<file path="config.mk">
export PLATFORM = sky130hd
export DESIGN_NAME = run_timer
export DESIGN_NICKNAME = d
export VERILOG_FILES = /design/src/rtl/run_timer_pkg.sv /design/src/rtl/run_timer_bcd_digit.sv /design/src/rtl/run_timer.sv
export SDC_FILE = /design/constraint.sdc
export NUM_CORES = 1
export LEC_CHECK = 0
export ABC_AREA = 1
export BUFFER_PORTS_ARGS = -buffer_cell sky130_fd_sc_hd__clkbuf_2
export CAP_MARGIN = 20
export CORE_UTILIZATION = 50
export DETAILED_ROUTE_END_ITERATION = 6
export GPL_TIMING_DRIVEN = 0
export PLACE_DENSITY_LB_ADDON = 0.15
export SLEW_MARGIN = 25
export SYNTH_ARGS = -nofsm -noshare
export SYNTH_HDL_FRONTEND = slang
export SYNTH_SLANG_ARGS = --single-unit
</file>
<file path="constraint.sdc">
create_clock -name clk -period 1.9 [get_ports clk]
set_input_delay 0.475 -clock clk [delete_from_list [all_inputs] [get_ports clk]]
set_output_delay 0.475 -clock clk [all_outputs]
set_load 0.03 [all_outputs]
</file>
<file path="src/rtl/run_timer_pkg.sv">
// Shared constants for the run_timer stopwatch: FSM state encoding,
// BCD digit width and the 9:59.9 saturation value.
package run_timer_pkg;

  localparam int DIGIT_W = 4;
  localparam logic [15:0] SAT_TIME = 16'h9599;
  localparam logic [15:0] LAST_BEFORE_SAT = SAT_TIME - 16'h0001;

  localparam logic [1:0] ST_IDLE   = 2'd0;
  localparam logic [1:0] ST_RUN    = 2'd1;
  localparam logic [1:0] ST_PAUSED = 2'd2;
  localparam logic [1:0] ST_DONE   = 2'd3;

endpackage

</file>
<file path="src/rtl/run_timer_bcd_digit.sv">
// One BCD digit that wraps at MAX_VAL; advances when inc is high and
// reports a combinational carry on the wrapping step.
module bcd_digit
  import run_timer_pkg::*;
#(
  parameter logic [DIGIT_W-1:0] MAX_VAL = 4'd9
) (
  input  logic               clk,
  input  logic               reset,
  input  logic               clear,
  input  logic               inc,
  output logic [DIGIT_W-1:0] digit,
  output logic               carry
);

  assign carry = inc && (digit == MAX_VAL);

  // digit register: reset/clear to zero, otherwise step with wrap
  always_ff @(posedge clk) begin
    if (reset) begin
      digit <= {DIGIT_W{1'b0}};
    end else if (clear) begin
      digit <= {DIGIT_W{1'b0}};
    end else if (inc) begin
      digit <= carry ? {DIGIT_W{1'b0}} : digit + 1'b1;
    end else begin
      digit <= digit;
    end
  end

endmodule

</file>
<file path="src/rtl/run_timer.sv">
// Stopwatch 0:00.0 .. 9:59.9 in BCD with pause/resume and saturation.
// Optional lap capture register is built only with RUN_TIMER_LAP_EN defined.
module run_timer
  import run_timer_pkg::*;
#(
  parameter int TICKS_PER_DIGIT = 1000
) (
  input  logic        clk,
  input  logic        reset,
  input  logic        tick,
  input  logic        start,
  input  logic        pause,
  input  logic        clear,
  input  logic        lap,
  output logic [15:0] time_bcd,
  output logic [15:0] lap_bcd,
  output logic        running,
  output logic        done
);

  localparam int PW = (TICKS_PER_DIGIT > 1) ? $clog2(TICKS_PER_DIGIT) : 1;
  localparam logic [PW-1:0] PRESC_MAX = PW'(TICKS_PER_DIGIT - 1);

  logic [1:0]    state;
  logic [1:0]    state_nxt;
  logic [PW-1:0] presc;
  logic          count_en;
  logic          step;
  logic          c_tenths;
  logic          c_ones;
  logic          c_tens;
  logic          min_carry_unused;

  // Ticks on a cycle that leaves RUN (pause/clear) are dropped.
  assign count_en = tick && (state == ST_RUN) && !pause && !clear;
  assign step     = count_en && (presc == PRESC_MAX);

  // next-state logic, priority clear > pause > start
  always_comb begin
    state_nxt = state;
    if (clear) begin
      state_nxt = ST_IDLE;
    end else begin
      case (state)
        ST_IDLE: begin
          if (!pause && start) state_nxt = ST_RUN;
          else                 state_nxt = ST_IDLE;
        end
        ST_RUN: begin
          if (pause)                                        state_nxt = ST_PAUSED;
          else if (step && (time_bcd == LAST_BEFORE_SAT))   state_nxt = ST_DONE;
          else                                              state_nxt = ST_RUN;
        end
        ST_PAUSED: begin
          if (!pause && start) state_nxt = ST_RUN;
          else                 state_nxt = ST_PAUSED;
        end
        ST_DONE: state_nxt = ST_DONE;
        default: state_nxt = ST_IDLE;
      endcase
    end
  end

  // state plus registered status decodes
  always_ff @(posedge clk) begin
    if (reset) begin
      state   <= ST_IDLE;
      running <= 1'b0;
      done    <= 1'b0;
    end else begin
      state   <= state_nxt;
      running <= (state_nxt == ST_RUN);
      done    <= (state_nxt == ST_DONE);
    end
  end

  // prescaler: divides ticks down to 0.1 s steps, holds outside RUN
  always_ff @(posedge clk) begin
    if (reset) begin
      presc <= {PW{1'b0}};
    end else if (clear) begin
      presc <= {PW{1'b0}};
    end else if (count_en) begin
      presc <= (presc == PRESC_MAX) ? {PW{1'b0}} : presc + 1'b1;
    end else begin
      presc <= presc;
    end
  end

  bcd_digit #(.MAX_VAL(4'd9)) u_tenths (
    .clk(clk), .reset(reset), .clear(clear), .inc(step),
    .digit(time_bcd[3:0]), .carry(c_tenths)
  );
  bcd_digit #(.MAX_VAL(4'd9)) u_sec_ones (
    .clk(clk), .reset(reset), .clear(clear), .inc(c_tenths),
    .digit(time_bcd[7:4]), .carry(c_ones)
  );
  bcd_digit #(.MAX_VAL(4'd5)) u_sec_tens (
    .clk(clk), .reset(reset), .clear(clear), .inc(c_ones),
    .digit(time_bcd[11:8]), .carry(c_tens)
  );
  bcd_digit #(.MAX_VAL(4'd9)) u_min (
    .clk(clk), .reset(reset), .clear(clear), .inc(c_tens),
    .digit(time_bcd[15:12]), .carry(min_carry_unused)
  );

`ifdef RUN_TIMER_LAP_EN
  // lap capture sees the pre-clear time when lap and clear coincide
  always_ff @(posedge clk) begin
    if (reset) begin
      lap_bcd <= 16'h0000;
    end else if (lap && (state != ST_IDLE)) begin
      lap_bcd <= time_bcd;
    end else begin
      lap_bcd <= lap_bcd;
    end
  end
`else
  logic lap_unused;
  assign lap_unused = lap;
  assign lap_bcd    = 16'h0000;
`endif

endmodule

</file>
Word-level counts from Yosys, hierarchy flattened

Index checks and enable logic that the tools add are counted.

Logic and storage cells: 49
Bits in registers: 30

Add/subtract/negate cells: 5
Equal/unequal tests: 11
Reduce and logical (&&, ||, !) cells: 14
Multiplexer cells: 11

Operators with widths:

| operator              | number |
|---|---|
| $add 4x1->4 const B   | 4 |
| $eq 16x16->1 const B  | 1 |
| $mux 4                | 4 |
| $eq 4x4->1 const B    | 3 |
| $add 10x1->10 const B | 1 |
| $eq 10x10->1 const B  | 1 |
| $logic_and 1x1->1     | 10 |
| $mux 10               | 1 |
| $mux 2                | 4 |
| $pmux 2 s4            | 1 |
| $eq 2x2->1 const B    | 3 |
| $eq 2x1->1 const B    | 2 |
| $eq 4x3->1 const B    | 1 |
| $logic_not 1->1       | 2 |
| $logic_not 2->1       | 1 |
| $reduce_or 2->1       | 1 |
| $mux 1                | 1 |

Depth between registers and ports, before layout

Gate-level depths: netlist of the first run.

Depth in word-level cells: 11
Depth in mapped cells: 10
Depth with buffers taken out: 10

Modules after synthesis

From an unflattened synthesis of the first run, not the netlist that was laid out.

Cell total of the unflattened synthesis: 283
Area, all modules: 1904.3 um^2

By module, submodules not included:

| module                 | area each (um^2) | cells an instance | seq. area each (um^2) | times used |
|---|---|---|---|---|
| run_timer              | 1011.0           | 153               | 280.3                 | 1 |
| bcd_digit (u_min ...)  | 225.2            | 33                | 80.1                  | 3 |
| bcd_digit (u_sec_tens) | 217.7            | 31                | 80.1                  | 1 |

Worst setup path after synthesis of the first run

Ideal clock, no wire load.

Path kind: reg2reg
Start: register u_tenths.digit[0]
End: register u_sec_ones.digit[1]
Required time: 1.780 ns
Buffers on the path: 0
Period minus slack after synthesis: 1.668 ns
Path slack: 0.232 ns
Stages on the path, launching flop included: 9
Library setup time: 0.120 ns
Arrival: 1.548 ns
Path through: dfxtp_1 > ha_1 > nand3_1 > inv_1 > nand4_4 > nand2_1 > nand2_1 > o21ai_0 > a21oi_1

Word-level cells in the longest chain between the ends: 4

Ends and longest elaborated chain:

| what                   | RTL line                  | RTL |
|---|---|---|
| start, declared        | run_timer_bcd_digit.sv:12 | `output logic [DIGIT_W-1:0] digit,` |
| start signal, assigned | run_timer_bcd_digit.sv:21 | `digit <= {DIGIT_W{1'b0}};` |
| start signal, assigned | run_timer_bcd_digit.sv:23 | `digit <= {DIGIT_W{1'b0}};` |
| start signal, assigned | run_timer_bcd_digit.sv:25 | `digit <= carry ? {DIGIT_W{1'b0}} : digit + 1'b1;` |
| $eq 4x4->1 *           | run_timer_bcd_digit.sv:16 | `assign carry = inc && (digit == MAX_VAL);` |
| $logic_and 1x1->1 *    | run_timer_bcd_digit.sv:16 |  |
| $logic_and 1x1->1      | run_timer_bcd_digit.sv:16 |  |
| $mux 4                 | run_timer_bcd_digit.sv:25 |  |
| end signal, assigned   | run_timer_bcd_digit.sv:21 |  |
| end signal, assigned   | run_timer_bcd_digit.sv:25 |  |
| end signal, assigned   | run_timer_bcd_digit.sv:27 | `digit <= digit;` |
| end, declared          | run_timer_bcd_digit.sv:12 |  |

Every way passes the cells marked *; elsewhere a longest branch is shown, timed or not.
A chain may end at the register's enable or synchronous reset.

Final worst setup path of the first run

Start: register presc[0]
End: register u_min.digit[2]

Word-level cells in the longest chain between the ends: 7

Ends and longest elaborated chain:

| what                              | RTL line                  | RTL |
|---|---|---|
| start, declared                   | run_timer.sv:26           | `logic [PW-1:0] presc;` |
| start signal, assigned            | run_timer.sv:80           | `presc <= {PW{1'b0}};` |
| start signal, assigned            | run_timer.sv:82           | `presc <= {PW{1'b0}};` |
| start signal, assigned            | run_timer.sv:84           | `presc <= (presc == PRESC_MAX) ? {PW{1'b0}} : presc + 1'b1;` |
| $eq 10x10->1 *                    | run_timer.sv:36           | `assign step = count_en && (presc == PRESC_MAX);` |
| $logic_and 1x1->1 *               | run_timer.sv:36           |  |
| $logic_and 1x1->1 * (3 in series) | run_timer_bcd_digit.sv:16 |  |
| $logic_and 1x1->1                 | run_timer_bcd_digit.sv:16 |  |
| $mux 4                            | run_timer_bcd_digit.sv:25 |  |
| end signal, assigned              | run_timer_bcd_digit.sv:21 |  |
| end signal, assigned              | run_timer_bcd_digit.sv:25 |  |
| end signal, assigned              | run_timer_bcd_digit.sv:27 |  |
| end, declared                     | run_timer_bcd_digit.sv:12 |  |

Marks and branches as above.

==> summary.md, run 1 <==
| Metric | Value |
|---|---|
| Status | `completed` |
| Initial antenna violation count | `0` |
| Rows | `21` |
| Dominant cell type by area after synthesis | `dfxtp_1` |
| WS Path Type | `reg2reg` |
| CORE AREA | `between 3000 and 4000 um2` |
| Period utilisation layout | `0.8707` |
| Num CTS Buffers | `5` |
| Clock network power share | `0.343` |
| Yosys reg bits | `30` |
| Final ANT Viol Nets | `0` |
| Fmax | `approximately 600 MHz` |
| Post-synth EDFFs | `0` |
| GRT overflow | `0` |
| Reg power frac | `0.559` |
| Hold Path End | `state[1]$_SDFF_PP0_` |
| Switching pwr | `~280 uW` |
| Crit path arrival time | `roughly 1900 ps` |
| Share of the synthesized area in the top cell type | `0.3364` |
| Internal | `844.1 uW` |
| Worst R2R End | `u_min.digit[2]$_SDFFE_PP0P_` |
| DRT Wirelength | `~3000 um` |
| Clock Skew | `between 10 and 15 ps` |
| CP endpoint kind | `flop` |
| Avg Cell Area, Syn | `7.598 um2` |
| Via Count | `1491` |
| Clk_lat worst skew | `between 300 and 400 ps` |
| Tmin final | `~1700 ps` |
| Setup violations, final | `0` |
| # nets final | `approximately 300` |
| Initial core utilization | `0.5268` |
| RSZ-0062 raised after global routing | `false` |
| Max VDD drop | `just under 0.4 mV` |
| Final hold violations | `0` |
| Most frequent cells in the layout | `44 x nand2_1, 30 x nor2_1, 30 x dfxtp_1` |
| Critical path peak fanout | `6` |
| Startpoint Class | `flop` |
| 1st-pass router iterations | `4` |
| Sequential element share of the synthesized area | `0.3364` |
| Synth Warn # | `0` |
| Count of final max-slew check failures | `0` |
| Iter 0 DRT Violations | `54` |
| Min-delay src | `reset` |
| CP required | `around 2100 ps` |
| I/O Buffers | `23` |
| Sw Ratio | `0.2521` |
| Antenna diode count | `0` |
| Pwr dens | `around 540 nW/um2` |
| H-tree levels | `2` |
| Ports | `41` |
| Remaining DRCs | `0` |
| GPL Wtd Cong | `between 0.8 and 0.9` |
| Setup Fix Bufs, Post-CTS | `0` |
| Synth async-reset ratio | `0` |
| Reg2Reg Launch Point | `presc[0]$_SDFFE_PP0P_` |
| Synth Instances | `around 240` |
| Gr usage total | `0.1883` |
| Clk sinks | `30` |
| Final Worst Setup Slack | `~250 ps` |
| Ys flop type | `dfxtp_1` |
| Ranking of synthesized cells by area | `dfxtp_1 34%, nand2_1 9.3%, ha_1 7.0%, buf_4 6.7%, nor2_1 6.3%` |
| Number of global-route vias before repair | `roughly 1300` |
| Clock slew at reported path FFs | `roughly 90 ps` |
| # fillers | `343` |
| Drt wl/cell | `~9.3 um` |
| Number of max-cap violations | `0` |
| LEAKAGE | `between 1 and 1.5 nW` |
| Largest net degree at the start of global routing | `10` |
| Post-CTS Hold Buffers | `0` |
| Clk root buf | `clkbuf_4` |
| Logic pwr share | `0.098` |
| Hold Crit Class | `in2reg` |
| Die height | `about 62 um` |
| Number of vias per cell | `between 4 and 5` |
| DP HPWL | `~2400 um` |
| CTS tree | `built` |
| First-pass GRT wire length | `about 5200 um` |
| Reg2reg path depth | `10` |
| Netlist cell types | `32` |
| Resized Gates After CTS | `0` |
| Place WS | `between 100 and 150 ps` |
| Share of cells above drive strength 1 | `0.2384` |
| Setup TNS Final | `0 ps` |
| DIE AREA | `between 3000 and 4000 um2` |
| Die width | `between 60 and 70 um` |
| Hold path cells | `2` |
| Reg2Reg Setup Slack | `250 ps` |
| Area Growth Syn to Fin | `16.19%` |
| CTS Buffer Depth | `2` |
| Most common cell after layout, fill and taps aside | `nand2_1` |
| Post-Syn Area | `1785 um2` |
[state kept, by name, summed over array words and instances, names as in the netlist]
| register | count |
|---|---|
| done | 1 |
| state | 2 |
| u_sec_ones.digit | 4 |
| u_tenths.digit | 4 |
| u_sec_tens.digit | 4 |
| presc | 10 |
| running | 1 |
| u_min.digit | 4 |
[stage by stage]
step / total power [mW] / cells / utilization / cell area [um2] / hold WS [ps]
after CTS: 1.149 / 327 / 0.6120 / 2074 / 330.0
after floorplan: 0.7402 / 250 / - / 1842 / 471.4
after global routing: 1.190 / 327 / 0.6120 / 2074 / 338.3
final: 1.129 / 327 / 0.6120 / 2074 / 348.9
after global placement: 0.7556 / 319 / 0.5943 / 2014 / 496.4
after detailed placement: 0.7558 / 319 / 0.5943 / 2014 / 501.9
[kinds of logic (layout without fill, tap and decap cells)]
family,after synthesis,in the layout,synth area share
XOR/XNOR,9,9,0.04415
adder cells (fa/ha/maj),10,10,0.07008
other,1,16,0.002100
AO/OA/AOI/OAI,19,19,0.05957
AND/OR/NAND/NOR,116,116,0.3490
buffers and inverters,50,81,0.1388
flip-flops,30,30,0.3364
[how the worst max path moves through the flow]
stage	start	endpoint	slack, ps	cells past startpoint
finish	presc[0]$_SDFFE_PP0P_	u_min.digit[2]$_SDFFE_PP0P_	250	10
global placement	pause	u_min.digit[3]$_SDFFE_PP0P_	140	9
floorplan	u_tenths.digit[0]$_SDFFE_PP0P_	u_sec_ones.digit[1]$_SDFFE_PP0N_	230	8
detailed placement	pause	u_min.digit[3]$_SDFFE_PP0P_	130	9
CTS	u_tenths.digit[1]$_SDFFE_PP0P_	u_sec_ones.digit[1]$_SDFFE_PP0N_	220	9
global route	u_tenths.digit[1]$_SDFFE_PP0P_	u_sec_ones.digit[1]$_SDFFE_PP0N_	120	9
[worst max-delay path, stage by stage, from the launching register on]
cell	delay, ps
dfxtp_1	400
ha_1	210
nand2_1	110
nor2_4	150
nand2_2	80
nor2_4	140
nand4_4	150
nand2_4	130
nand2_1	80
nand2_1	60
nor2_1	30
[Yosys cell counts (5+ instances only)]
master and n:
dfxtp_1 30, nor2_4 5, nand3_1 10, nor2_1 30
buf_4 16, xor2_1 7, inv_1 29, a21oi_1 9
inv_2 5, nor3_1 6, nand2_1 44, ha_1 10
nand4_1 7
[metal layers]
| layer | vias up | GRT usage | share of wire |
|---|---|---|---|
| li1 | 799 | - | - |
| met1 | 656 | 0.2379 | 0.48 |
| met2 | 29 | 0.2811 | 0.46 |
| met3 | 7 | 0.07453 | 0.044 |
| met4 | 0 | 0.08889 | 0.018 |
| met5 | - | 0 | 0 |
[power by group through the flow]
stage | clock network, mW | logic (mW) | registers (mW)
global route | 0.436 | 0.123 | 0.631
global placement | 0 | 0.110 | 0.646
floorplan | 0 | 0.0932 | 0.647
detailed placement | 0 | 0.110 | 0.646
finish | 0.387 | 0.111 | 0.631
CTS | 0.408 | 0.110 | 0.631
[layout make-up]
cell class                      instances  area [um2]  share of cell area
Buffer                                 16       120.1             0.05790
Clock buffer                            7       55.05             0.02654
Clock inverter                          1       5.005            0.002413
Inverter                               34       127.6             0.06152
Multi-Input combinational cell        170       993.5              0.4789
Sequential cell                        30       600.6              0.2895
Tap cell                               46       57.56             0.02774
Timing Repair Buffer                   23       115.1             0.05549
Power figures use the tool's default switching activity.
==> inputs of run 2 (changes only) <==
Settings changed: SYNTH_HIERARCHICAL from default to 1.
==> summary.md, run 2 <==
| Metric | Value |
|---|---|
| Most frequent cells in the layout | `59 x nand2_1, 45 x nor2_1, 38 x inv_1` |
| CORE AREA | `roughly 3700 um2` |
| Fmax | `between 500 and 600 MHz` |
| DP HPWL | `2548 um` |
| Biggest register | `presc` |
| RSZ-0062 raised after global routing | `true` |
| Placed insts | `between 300 and 400` |
| DRT Wirelength | `approximately 3800 um` |
| Clock slew at reported path FFs | `around 60 ps` |
| Final Worst Setup Slack | `-66.97 ps` |
| Share of cells above drive strength 1 | `0.2994` |
| Avg Cell Area, Syn | `~6.7 um2` |
| Iter 0 DRT Violations | `47` |
| H-tree levels | `2` |
| Via Count | `1773` |
| Max VDD drop | `roughly 0.33 mV` |
| CP endpoint kind | `flop` |
| GRT overflow | `0` |
| DIE AREA | `roughly 4100 um2` |
| Count of final max-slew check failures | `0` |
| Die height | `about 64 um` |
| Num CTS Buffers | `5` |
| Synth Instances | `about 280` |
| Worst Setup SP | `presc[3]$_SDFFE_PP0P_` |
| Final Util | `0.6617` |
| GPL Wtd Cong | `0.8385` |
| Largest net degree at the start of global routing | `10` |
| Min-delay src | `presc[9]$_SDFFE_PP0P_` |
| Hold Crit Class | `reg2reg` |
| 1st-pass router iterations | `4` |
| CTS tree | `built` |
| Synth Warn # | `6` |
| I/O Buffers | `23` |
| Number of flip-flops in the largest register | `10` |
| CP required | `between 2000 and 2500 ps` |
| Startpoint Class | `flop` |
| Number of global-route vias before repair | `1607` |
| Setup violations, final | `5` |
| Final hold violations | `0` |
| Clk_lat worst skew | `280 ps` |
| Status | `finished, violations left` |
| Place WS | `-753.2 ps` |
| Post-Syn Area | `1901 um2` |
| WS Path Type | `reg2reg` |
| Drt wl/cell | `9.791 um` |
| Antenna diode count | `0` |
| Reg2Reg Setup Slack | `-70 ps` |
| CTS Buffer Depth | `2` |
| Clk root buf | `clkbuf_8` |
| Pwr dens | `approximately 510 nW/um2` |
| Clock Skew | `just over 8 ps` |
| Violated checks | `setup timing` |
| Period utilisation layout | `1.035` |
| Final ANT Viol Nets | `0` |
| Placed Area | `between 2000 and 2500 um2` |
| Remaining DRCs | `0` |
| First-pass GRT wire length | `6630 um` |
| Post-layout power | `about 1.2 mW` |
| Initial antenna violation count | `0` |
| Die width | `approximately 64 um` |
| LEAKAGE | `1.082 nW` |
| Non-filler instance count after layout | `around 390` |
| Reg2Reg Launch Point | `presc[3]$_SDFFE_PP0P_` |
| Area Growth Syn to Fin | `27.45%` |
| Clk sinks | `30` |
| Ports | `41` |
| Post-CTS Hold Buffers | `0` |
| Gr usage total | `0.2079` |
| # nets final | `360` |
| Crit path arrival time | `2140 ps` |
| Final instance area | `about 2400 um2` |
| WHS | `between 400 and 500 ps` |
| Most common cell after layout, fill and taps aside | `nand2_1` |
| Number of vias per cell | `approximately 4.5` |
| Rows | `22` |
| Initial core utilization | `0.5191` |
| Critical path peak fanout | `4` |
| Setup TNS Final | `-236.6 ps` |
| Number of max-cap violations | `0` |
| Tmin final | `between 1500 and 2000 ps` |
==> run 2: final cells by class <==
cell class              count  area (um2)
fillers                   354        1239
multi-input cells         206        1107
flip-flops and latches     30       615.6
repair buffers             40       249.0
inverters                  44       182.7
plain buffers              17       131.4
clock buffers               7       76.32
well taps                  48       60.06
==> run 2: report_power, final <==
part           internal [mW]  switching [mW]  leakage, nW
Sequential             0.628         0.00141        0.246
Clock                  0.252           0.234       0.0383
Combinational         0.0381          0.0802        0.797
Total                  0.918           0.316         1.08
==> run 2: critical path, cell delays in order, from the launching register on <==
cell     delay (ps)
dfxtp_2         320
buf_6           120
nor3_4          170
nand2_2         110
nor2_4          130
nand4_1         130
inv_2            90
nand4_1         130
inv_2           100
nand4_1         120
inv_2           120
nand4_1         160
nand3_1         130
nand2_1          50
==> run 2: worst paths after layout <==
check,endpoint,cells past startpoint
max,u_min/digit[0]$_SDFFE_PP0P_,13
min,presc[9]$_SDFFE_PP0P_,2
max reg2reg,u_min/digit[0]$_SDFFE_PP0P_,13
min reg2reg,presc[9]$_SDFFE_PP0P_,2
==> run 2: routing by layer <==
layer	GRT usage	up-vias	wire length (um)
li1	-	961	-
met1	0.2447	762	1752
met2	0.3524	43	1848
met3	0.04348	7	163
met4	0.1051	0	74
met5	0	-	0
==> run 2: what timing repair did <==
action,4_1_cts,5_1_grt
resized for setup,9,16
pin swaps,7,13
setup endpoints to repair,8,8
buffers inserted,11,7
hold endpoints to repair,0,0
==> inputs of run 3 (changes only) <==
Settings changed: PLACE_DENSITY_LB_ADDON 0.15 to 0.2.
==> summary.md, run 3 (synthesis results as in run 2) <==
| Metric | Value |
|---|---|
| Clock Skew | `between 2 and 3 ps` |
| RSZ-0062 raised after global routing | `true` |
| Post-layout power | `between 1 and 1.5 mW` |
| Most common cell after layout, fill and taps aside | `nand2_1` |
| CTS tree | `built` |
| Ports | `41` |
| Crit path buffers/inverters | `3` |
| CTS Buffer Depth | `2` |
| Antenna diode count | `0` |
| Critical path peak fanout | `4` |
| CORE AREA | `about 3700 um2` |
| Via Count | `between 1500 and 2000` |
| Tmin final | `1991 ps` |
| GRT overflow | `0` |
| WS Path Type | `reg2reg` |
| Violated checks | `setup timing` |
| Reg2Reg Setup Slack | `-90 ps` |
| Drt wl/cell | `between 9 and 10 um` |
| Crit path arrival time | `2170 ps` |
| Clk_lat worst skew | `about 280 ps` |
| Number of vias per cell | `around 4.5` |
| Clk sinks | `30` |
| Clock slew at reported path FFs | `70 ps` |
| Share of cells above drive strength 1 | `0.3158` |
| CP endpoint kind | `flop` |
| Number of global-route vias before repair | `around 1600` |
| Non-filler instance count after layout | `~400` |
| Hold Crit Class | `reg2reg` |
| I/O Buffers | `23` |
| # fillers | `between 300 and 400` |
| DIE AREA | `just over 4000 um2` |
| Max VDD drop | `between 0.5 and 0.6 mV` |
| H-tree levels | `2` |
| Die height | `~64 um` |
| Setup violations, final | `4` |
| Final Util | `0.6658` |
| Placed insts | `368` |
| Clk root buf | `clkbuf_8` |
| Most frequent cells in the layout | `57 x nand2_1, 43 x nor2_1, 38 x inv_1` |
| Placed Area | `around 2200 um2` |
| First-pass GRT wire length | `between 6000 and 7000 um` |
| Initial core utilization | `0.5191` |
| Period utilisation layout | `1.048` |
| CP delay by family, top | `simple AND/OR/NAND/NOR gates` |
| DP HPWL | `between 2000 and 3000 um` |
| Gr usage total | `0.1986` |
| Critical Path Slowest Stage Cell | `dfxtp_4` |
| Number of max-cap violations | `0` |
| Final ANT Viol Nets | `0` |
| Count of final max-slew check failures | `0` |
| Initial antenna violation count | `0` |
| Area Growth Syn to Fin | `28.24%` |
| Critical path, cell by cell | `ha_4, nand2_2, nand3b_4, nor2_4, nand4_1, inv_2, nand4_1, inv_2, nand4_1, inv_2, nand4_1, nand3_1, nand2_1` |
| Status | `finished, violations left` |
| Final Worst Setup Slack | `-91.49 ps` |
| LEAKAGE | `about 1.1 nW` |
| Num CTS Buffers | `5` |
| DRT Wirelength | `3747 um` |
| Final instance area | `2437 um2` |
| Largest net degree at the start of global routing | `10` |
| Final hold violations | `0` |
| Rows | `22` |
| Remaining DRCs | `0` |
| Sequential Area | `a little over 600 um2` |
| CP required | `approximately 2100 ps` |
| GPL Wtd Cong | `between 0.7 and 0.8` |
| Biggest register | `presc` |
| Die width | `63.66 um` |
| Slowest stage delay, CP | `between 300 and 400 ps` |
| Startpoint Class | `flop` |
| Iter 0 DRT Violations | `85` |
| Area taken by multi-input logic gates | `~1100 um2` |
| Number of flip-flops in the largest register | `10` |
| 1st-pass router iterations | `4` |
| Pwr dens | `about 560 nW/um2` |
| Fmax | `~500 MHz` |
| Most frequent CP cell | `nand4_1` |
| # nets final | `between 300 and 400` |
run 3: cell types whose count changed in the layout (fill, tap and decap cells not counted), moves of 2 or more:
cell and delta:
dfxtp_2 -2, nand2_1 -2, nor2_1 -2, clkbuf_1 -2
buf_4 -2, nor2_2 +3, clkbuf_8 +3, dfxtp_1 +2
o21ai_1 -2, nand2_2 +3, o21ai_2 +2
run 3: report_power, final:
| part | internal (mW) | switching (mW) |
|---|---|---|
| clock network | 0.366 | 0.246 |
| logic | 0.0378 | 0.0803 |
| registers | 0.628 | 0.00147 |
| total | 1.03 | 0.327 |
run 3: final timing paths:
path | to | cells past startpoint | start
worst min register to register | presc[8]$_SDFFE_PP0P_ | 2 | presc[8]$_SDFFE_PP0P_
worst max-delay path | u_min/digit[0]$_SDFFE_PP0P_ | 13 | presc[0]$_SDFFE_PP0P_
worst min-delay path | presc[8]$_SDFFE_PP0P_ | 2 | presc[8]$_SDFFE_PP0P_
worst max register to register | u_min/digit[0]$_SDFFE_PP0P_ | 13 | presc[0]$_SDFFE_PP0P_
run 3: what timing repair did:
item / 4_1_cts / 5_1_grt
gates resized for setup: 11 / 16
hold buffers: 0 / 0
endpoints found under the setup margin: 8 / 8
pin swaps: 9 / 13
setup buffers: 12 / 4
hold endpoints to repair: 0 / 0
run 3: worst min-delay path: cells and delay by family (launching register included):
kind               cells  cell delay [ps]
and+or+nand+nor        1               60
DFF                    1              340
AOI/OAI and AO/OA      1               60
run 3: cell type report:
class	instances	area share
inverters	44	0.07392
plain buffers	16	0.04928
repair buffers	38	0.09600
multi-input cells	206	0.4594
well taps	48	0.02464
clock buffers	8	0.04517
flip-flops and latches	30	0.2515
run 3: through the flow:
stage               setup TNS, ps  worst slack [ps]  hold slack (ps)
CTS                        -362.6            -105.0            502.6
floorplan                  -913.4            -270.8            470.6
global route                -1483            -278.6            520.1
finish                     -340.0            -91.49            494.9
detailed placement          -5223            -801.1            496.6
global placement            -5017            -760.9            490.6
run 3: per-layer routing:
layer	routed length, um	share of wire	track usage	vias to the layer above
met4	44	0.012	0.06534	0
met1	1763	0.47	0.2406	759
met3	143	0.038	0.04529	6
met2	1794	0.48	0.3418	35
li1	-	-	-	962
met5	0	0	0	-
